File: config.mk
export PLATFORM = sky130hd
export DESIGN_NAME = fifo_axis_source
export DESIGN_NICKNAME = d
export VERILOG_FILES = /design/src/rtl/fifo_axis_pkg.sv /design/src/rtl/axis_skid_buffer.sv /design/src/rtl/fifo_axis_source.sv
export SDC_FILE = /design/constraint.sdc
export NUM_CORES = 1
export LEC_CHECK = 0
export CAP_MARGIN = 25
export CELL_PAD_IN_SITES_DETAIL_PLACEMENT = 0
export CELL_PAD_IN_SITES_GLOBAL_PLACEMENT = 1
export CORE_ASPECT_RATIO = 1.2
export CORE_MARGIN = 5
export CORE_UTILIZATION = 44
export DETAILED_ROUTE_END_ITERATION = 8
export HOLD_SLACK_MARGIN = 0.1
export MAX_ROUTING_LAYER = met4
export PLACE_DENSITY = 0.92
export SKIP_LAST_GASP = 1
export SYNTH_ARGS = -nofsm -noshare
export SYNTH_HDL_FRONTEND = slang
export SYNTH_SLANG_ARGS = --single-unit
File: constraint.sdc
create_clock -name clk -period 6.7 [get_ports clk]
set_input_delay 1.005 -clock clk [delete_from_list [all_inputs] [get_ports clk]]
set_output_delay 1.005 -clock clk [all_outputs]
set_load 0.05 [all_outputs]
File: src/rtl/fifo_axis_pkg.sv
// rtl/fifo_axis_pkg.sv - shared types and constants for the FIFO-to-AXIS packet source
//
// Purpose: FSM state encoding, skid depth, and the default-width beat record
// used by fifo_axis_source and axis_skid_buffer.
// Ports: none (package).

package fifo_axis_pkg;

  typedef enum logic {
    IDLE = 1'b0,
    RUN  = 1'b1
  } state_t;

  localparam int SKID_DEPTH      = 2;
  localparam int BEAT_DATA_WIDTH = 32;

  // Beat record at the default data width. Parameterised instances build the
  // same layout locally with their own DATA_WIDTH.
  typedef struct packed {
    logic [BEAT_DATA_WIDTH-1:0] data;
    logic                       last;
  } beat_t;

endpackage

File: src/rtl/axis_skid_buffer.sv
// rtl/axis_skid_buffer.sv - two-entry registered buffer between FIFO pops and an AXIS master port
//
// Purpose: holds up to two popped words (with their last tag) so that the pop
// decision never depends on m_axis_tready. The head entry drives the stream
// outputs directly from flops.
// Ports:
//   clk, reset_n              clock, synchronous active-low reset
//   in_valid, in_data,       one beat written per cycle in_valid is high;
//   in_last                  caller only asserts in_valid while space is high
//   space                    occupancy below SKID_DEPTH (from registered occupancy)
//   m_axis_tvalid/tready/    AXI4-Stream master beat interface
//   tdata/tlast

module axis_skid_buffer
  import fifo_axis_pkg::*;
#(
  parameter int DATA_WIDTH = 32
) (
  input  logic                  clk,
  input  logic                  reset_n,
  input  logic                  in_valid,
  input  logic [DATA_WIDTH-1:0] in_data,
  input  logic                  in_last,
  output logic                  space,
  output logic                  m_axis_tvalid,
  input  logic                  m_axis_tready,
  output logic [DATA_WIDTH-1:0] m_axis_tdata,
  output logic                  m_axis_tlast
);

  typedef struct packed {
    logic [DATA_WIDTH-1:0] data;
    logic                  last;
  } skid_beat_t;

  skid_beat_t head_q, head_d;
  skid_beat_t tail_q, tail_d;
  logic [1:0] occ_q, occ_d;

  skid_beat_t in_beat;
  logic       push;
  logic       pop;

  assign in_beat       = '{data: in_data, last: in_last};
  assign space         = (occ_q < 2'(SKID_DEPTH));
  assign m_axis_tvalid = (occ_q != 2'd0);
  assign m_axis_tdata  = head_q.data;
  assign m_axis_tlast  = head_q.last;

  assign push = in_valid && space;
  assign pop  = m_axis_tvalid && m_axis_tready;

  always_comb begin
    head_d = head_q;
    tail_d = tail_q;
    occ_d  = occ_q;
    case (occ_q)
      2'd0: begin
        if (push) begin
          head_d = in_beat;
          occ_d  = 2'd1;
        end
      end
      2'd1: begin
        // Push with a concurrent accept replaces the head in place, keeping
        // occupancy at one and preserving order.
        if (push && pop) begin
          head_d = in_beat;
        end else if (push) begin
          tail_d = in_beat;
          occ_d  = 2'd2;
        end else if (pop) begin
          occ_d  = 2'd0;
        end
      end
      default: begin
        if (pop) begin
          head_d = tail_q;
          occ_d  = 2'd1;
        end
      end
    endcase
  end

  always_ff @(posedge clk) begin
    if (!reset_n) begin
      head_q <= '0;
      tail_q <= '0;
      occ_q  <= 2'd0;
    end else begin
      head_q <= head_d;
      tail_q <= tail_d;
      occ_q  <= occ_d;
    end
  end

endmodule

File: src/rtl/fifo_axis_source.sv
// rtl/fifo_axis_source.sv - FWFT FIFO reader that emits fixed-length AXI4-Stream packets
//
// Purpose: on start, pops cfg_len words from the FIFO read port and sends them
// as AXIS beats with TLAST on the final one; counts completed packets.
// Ports:
//   clk, reset_n                      clock, synchronous active-low reset
//   if_empty_n, if_dout               FIFO head present / head word (FWFT)
//   if_read_ce, if_read               FIFO read enable (constant 1) / pop strobe
//   start, cfg_len                    begin a packet of cfg_len beats
//   busy, done, pkt_count             packet in progress / completion pulse / completed count
//   m_axis_tvalid/tready/tdata/tlast  AXI4-Stream master

module fifo_axis_source
  import fifo_axis_pkg::*;
#(
  parameter int DATA_WIDTH = 32,
  parameter int LEN_WIDTH  = 16
) (
  input  logic                  clk,
  input  logic                  reset_n,
  input  logic                  if_empty_n,
  output logic                  if_read_ce,
  output logic                  if_read,
  input  logic [DATA_WIDTH-1:0] if_dout,
  input  logic                  start,
  input  logic [LEN_WIDTH-1:0]  cfg_len,
  output logic                  busy,
  output logic                  done,
  output logic [LEN_WIDTH-1:0]  pkt_count,
  output logic                  m_axis_tvalid,
  input  logic                  m_axis_tready,
  output logic [DATA_WIDTH-1:0] m_axis_tdata,
  output logic                  m_axis_tlast
);

  state_t               state_q, state_d;
  logic [LEN_WIDTH-1:0] len_q, len_d;
  logic [LEN_WIDTH-1:0] issued_q, issued_d;
  logic [LEN_WIDTH-1:0] sent_q, sent_d;
  logic [LEN_WIDTH-1:0] pkt_count_q, pkt_count_d;
  logic                 done_q, done_d;

  logic skid_space;
  logic pop_last;
  logic accept;

  assign if_read_ce = 1'b1;
  assign busy       = (state_q == RUN);
  assign done       = done_q;
  assign pkt_count  = pkt_count_q;

  // Gating with reset_n keeps the FIFO untouched during the reset cycle, when
  // state_q may still read RUN.
  assign if_read  = reset_n && (state_q == RUN) && if_empty_n &&
                    (issued_q < len_q) && skid_space;
  assign pop_last = (issued_q == len_q - LEN_WIDTH'(1));
  assign accept   = m_axis_tvalid && m_axis_tready;

  axis_skid_buffer #(
    .DATA_WIDTH (DATA_WIDTH)
  ) u_skid (
    .clk           (clk),
    .reset_n       (reset_n),
    .in_valid      (if_read),
    .in_data       (if_dout),
    .in_last       (pop_last),
    .space         (skid_space),
    .m_axis_tvalid (m_axis_tvalid),
    .m_axis_tready (m_axis_tready),
    .m_axis_tdata  (m_axis_tdata),
    .m_axis_tlast  (m_axis_tlast)
  );

  always_comb begin
    state_d     = state_q;
    len_d       = len_q;
    issued_d    = issued_q;
    sent_d      = sent_q;
    pkt_count_d = pkt_count_q;
    done_d      = 1'b0;
    case (state_q)
      IDLE: begin
        if (start) begin
          len_d    = cfg_len;
          issued_d = '0;
          sent_d   = '0;
          if (cfg_len == '0) begin
            done_d      = 1'b1;
            pkt_count_d = pkt_count_q + LEN_WIDTH'(1);
          end else begin
            state_d = RUN;
          end
        end
      end
      default: begin
        if (if_read) begin
          issued_d = issued_q + LEN_WIDTH'(1);
        end
        if (accept) begin
          sent_d = sent_q + LEN_WIDTH'(1);
          if (sent_q == len_q - LEN_WIDTH'(1)) begin
            done_d      = 1'b1;
            pkt_count_d = pkt_count_q + LEN_WIDTH'(1);
            state_d     = IDLE;
          end
        end
      end
    endcase
  end

  always_ff @(posedge clk) begin
    if (!reset_n) begin
      state_q     <= IDLE;
      len_q       <= '0;
      issued_q    <= '0;
      sent_q      <= '0;
      pkt_count_q <= '0;
      done_q      <= 1'b0;
    end else begin
      state_q     <= state_d;
      len_q       <= len_d;
      issued_q    <= issued_d;
      sent_q      <= sent_d;
      pkt_count_q <= pkt_count_d;
      done_q      <= done_d;
    end
  end

endmodule

==> run summary <==
Pre-antenna DRT Iters: 7
Final HPWL DP: 13.1 mm
Critical Path Source Type: primary input
Comb pwr share: 0.157
DR vias/cell: 5.52
EDFF count, synth: 0
Post-route ant nets: 0
Final setup fails: 0
Vias in the first global route: 6,047
Aggregate global-route resource usage: 0.203
Max Fclk: 0.200 GHz
Fin Setup TNS: 0 ns
Initial core utilization: 0.446
Sequential Power Share: 0.399
Die Height: 150 um
NumNets Final: 997
First-pass GRT wire length: 30.3 mm
Clock buffer depth: 2
Via count: 6,346
Cell Area, Placed: 8340 sq um
Drt drc: 0
I/O pin cnt: 107
Clock buffer count from CTS: 17
Worst Path Arrival: 3.99 ns
Post-synthesis sequential area ratio: 0.373
Distinct cell type count after synthesis: 63
Hold Buf Count CTS: 0
CTS tree: built
I/O Buffers: 105
Mapped Nets: 921
Post-synth top cells: 134 x dfxtp_1, 95 x nor2_1, 74 x mux2i_1
Dominant synthesized flop cell: dfxtp_1
Internal power: 1.51 mW
CP Capture Type: primary output
Worst slew margin: 0.323
Status: completed
Mapped cell area: 7190 sq um
CTS sink cnt: 134
Worst Hold End: u_skid.tail_q[11]$_SDFFE_PN0P_
PD cells: 236 nW/um^2
Worst Path Required: 5.69 ns
Psw: 606 uW
WS Path Type: in2out
Worst R2R Start: len_q[0]$_SDFFE_PN0P_
Congestion Overflow GR: 0
RSZ-0062 raised after global routing: false
Share of the synthesized area in the top cell type: 0.373
Cells on worst reg2reg path: 11
Post-Synthesis Cells: 848
Reg2reg end: pkt_count[13]$_SDFFE_PN0P_
Initial antenna violation count: 1
CTS clk-pin slew, worst paths: 0.06 ns
Worst-path fanout max: 19
Largest net degree at the start of global routing: 60
WHS Path Cells: 2
Largest area contributor in the netlist: dfxtp_1
Number of DRC markers in iteration 0: 367
Flops & latches, synth: 134
Layout cells sized above 1: 0.0704
Worst Hold Class: reg2reg
Root Buffer: clkbuf_16
Die area: 19,000 sq um
Final-report max-slew violation count: 0
Worst Clk Skew: 0.0108 ns
CTS H-tree lvls: 4
Clk network pwr share: 0.444
LEAKAGE: 3.10 nW
Most common cell in the netlist: dfxtp_1
GPL Wtd Cong: 0.954
Hold_sp: u_skid.tail_q[11]$_SDFFE_PN0P_
Post-CTS setup buffers: 0
Wire per inst: 16.0 um
Crit share post-route: 0.746
Switch share: 0.286
Die W: 127 um
Max cap viols: 0
Final Critical Period: 5.00 ns
R2r setup slk: 2.89 ns
VDD IR max: 0.170 mV
Post-route cell area: 8950 sq um
Row Count: 51
Clock latency on the worst-skew pair: 0.42 ns
Fin. Hold Viols: 0
Synthesized area per cell: 8.48 sq um
Worst-margin pin slew: 1.01 ns
Synthesis Warnings: 0
Post-synth ARST share: 0
Synth-to-Final Area Change: 24.5%
Top cells by area, synth: dfxtp_1 37%, mux2i_1 10%, nor2_1 5.0%
Core Area: 16,100 sq um
Routed wire length: 18.4 mm
Resize count post-CTS: 0
through the flow:
stage                     utilization  worst slack, ns  hold WS (ns)  instances  power (mW)
after detailed placement        0.517             1.71         0.486       1116        1.19
after floorplan                     -             2.98         0.458        848        1.08
final                           0.555             1.70         0.494       1150        2.12
after global routing            0.555             1.46         0.521       1150        2.21
after global placement          0.517             1.73         0.472       1116        1.19
after CTS                       0.554             1.69         0.500       1148        2.14
sequential cells by signal, summed over array words and instances, names as in the netlist:
name / cells
busy: 1
done: 1
issued_q: 16
len_q: 16
pkt_count: 16
sent_q: 16
u_skid.m_axis_tdata: 32
u_skid.m_axis_tlast: 1
u_skid.occ_q: 2
u_skid.tail_q: 33
cells in the final DEF, fill, tap and decap left out, drive strengths merged, types with 6 or more instances in the layout:
cell,instances
dfxtp,134
clkdlybuf4s50,105
nor2,95
mux2i,74
nand2,71
a21oi,58
nand3,41
a211oi,36
xnor2,27
inv,27
o21ai,21
ha,20
xor2,19
nor4,18
clkbuf,17
nor3,16
and3,14
or4,13
or3,12
nand4,11
o31ai,10
or2,8
nand2b,8
and2,7
buf,7
clkinv,7
o21a,6
power by group through the flow:
stage	combinational (mW)	sequential, mW	clock (mW)
3_5_place_dp	0.333	0.861	0
6_report	0.332	0.845	0.939
5_1_grt	0.362	0.848	0.997
3_3_place_gp	0.331	0.861	0
4_1_cts	0.335	0.844	0.958
2_1_floorplan	0.182	0.901	0
routing by layer:
layer	vias to the layer above	GRT usage	wire (um)
li1	3197	-	-
met1	2971	0.248	8130
met2	154	0.325	8810
met3	24	0.0532	1070
met4	0	0.0687	370
met5	-	-	0
layout make-up:
type	instances	area, sq um
Multi-Input combinational cell	635	4210
Timing Repair Buffer	112	1110
Clock buffer	17	425
Antenna cell	1	2.50
Fill cell	1483	7190
Tap cell	212	265
Clock inverter	15	171
Sequential cell	134	2680
Inverter	24	91.3
critical path, stage by stage:
cell and delay (ns):
clkdlybuf4s50_1 0.76, nand4b_1 0.15, nor2_1 0.11, nand2_1 0.13, or3_1 0.59, clkinv_1 0.35
clkdlybuf4s50_1 0.88
worst max-delay path by stage:
stage	cells after the start	slack [ns]	end	startpoint
after detailed placement	7	1.71	if_read	reset_n
after global routing	7	1.46	if_read	reset_n
after floorplan	11	2.98	if_read	len_q[4]$_SDFFE_PN0P_
final	7	1.70	if_read	reset_n
after CTS	7	1.69	if_read	reset_n
after global placement	7	1.73	if_read	reset_n
cells by family (layout without fill, tap and decap cells):
family / count (synthesis) / in the layout / share of synthesized area
buffers and inverters: 79 / 168 / 0.0447
multiplexers: 78 / 78 / 0.109
AND/OR/NAND/NOR: 328 / 328 / 0.234
AO/OA/AOI/OAI: 161 / 161 / 0.145
flip-flops: 134 / 134 / 0.373
adder cells (fa/ha/maj): 20 / 20 / 0.0348
XOR/XNOR: 47 / 47 / 0.0591
other: 1 / 2 / 0.000521
Note: power is estimated with default switching activity, not from simulation.
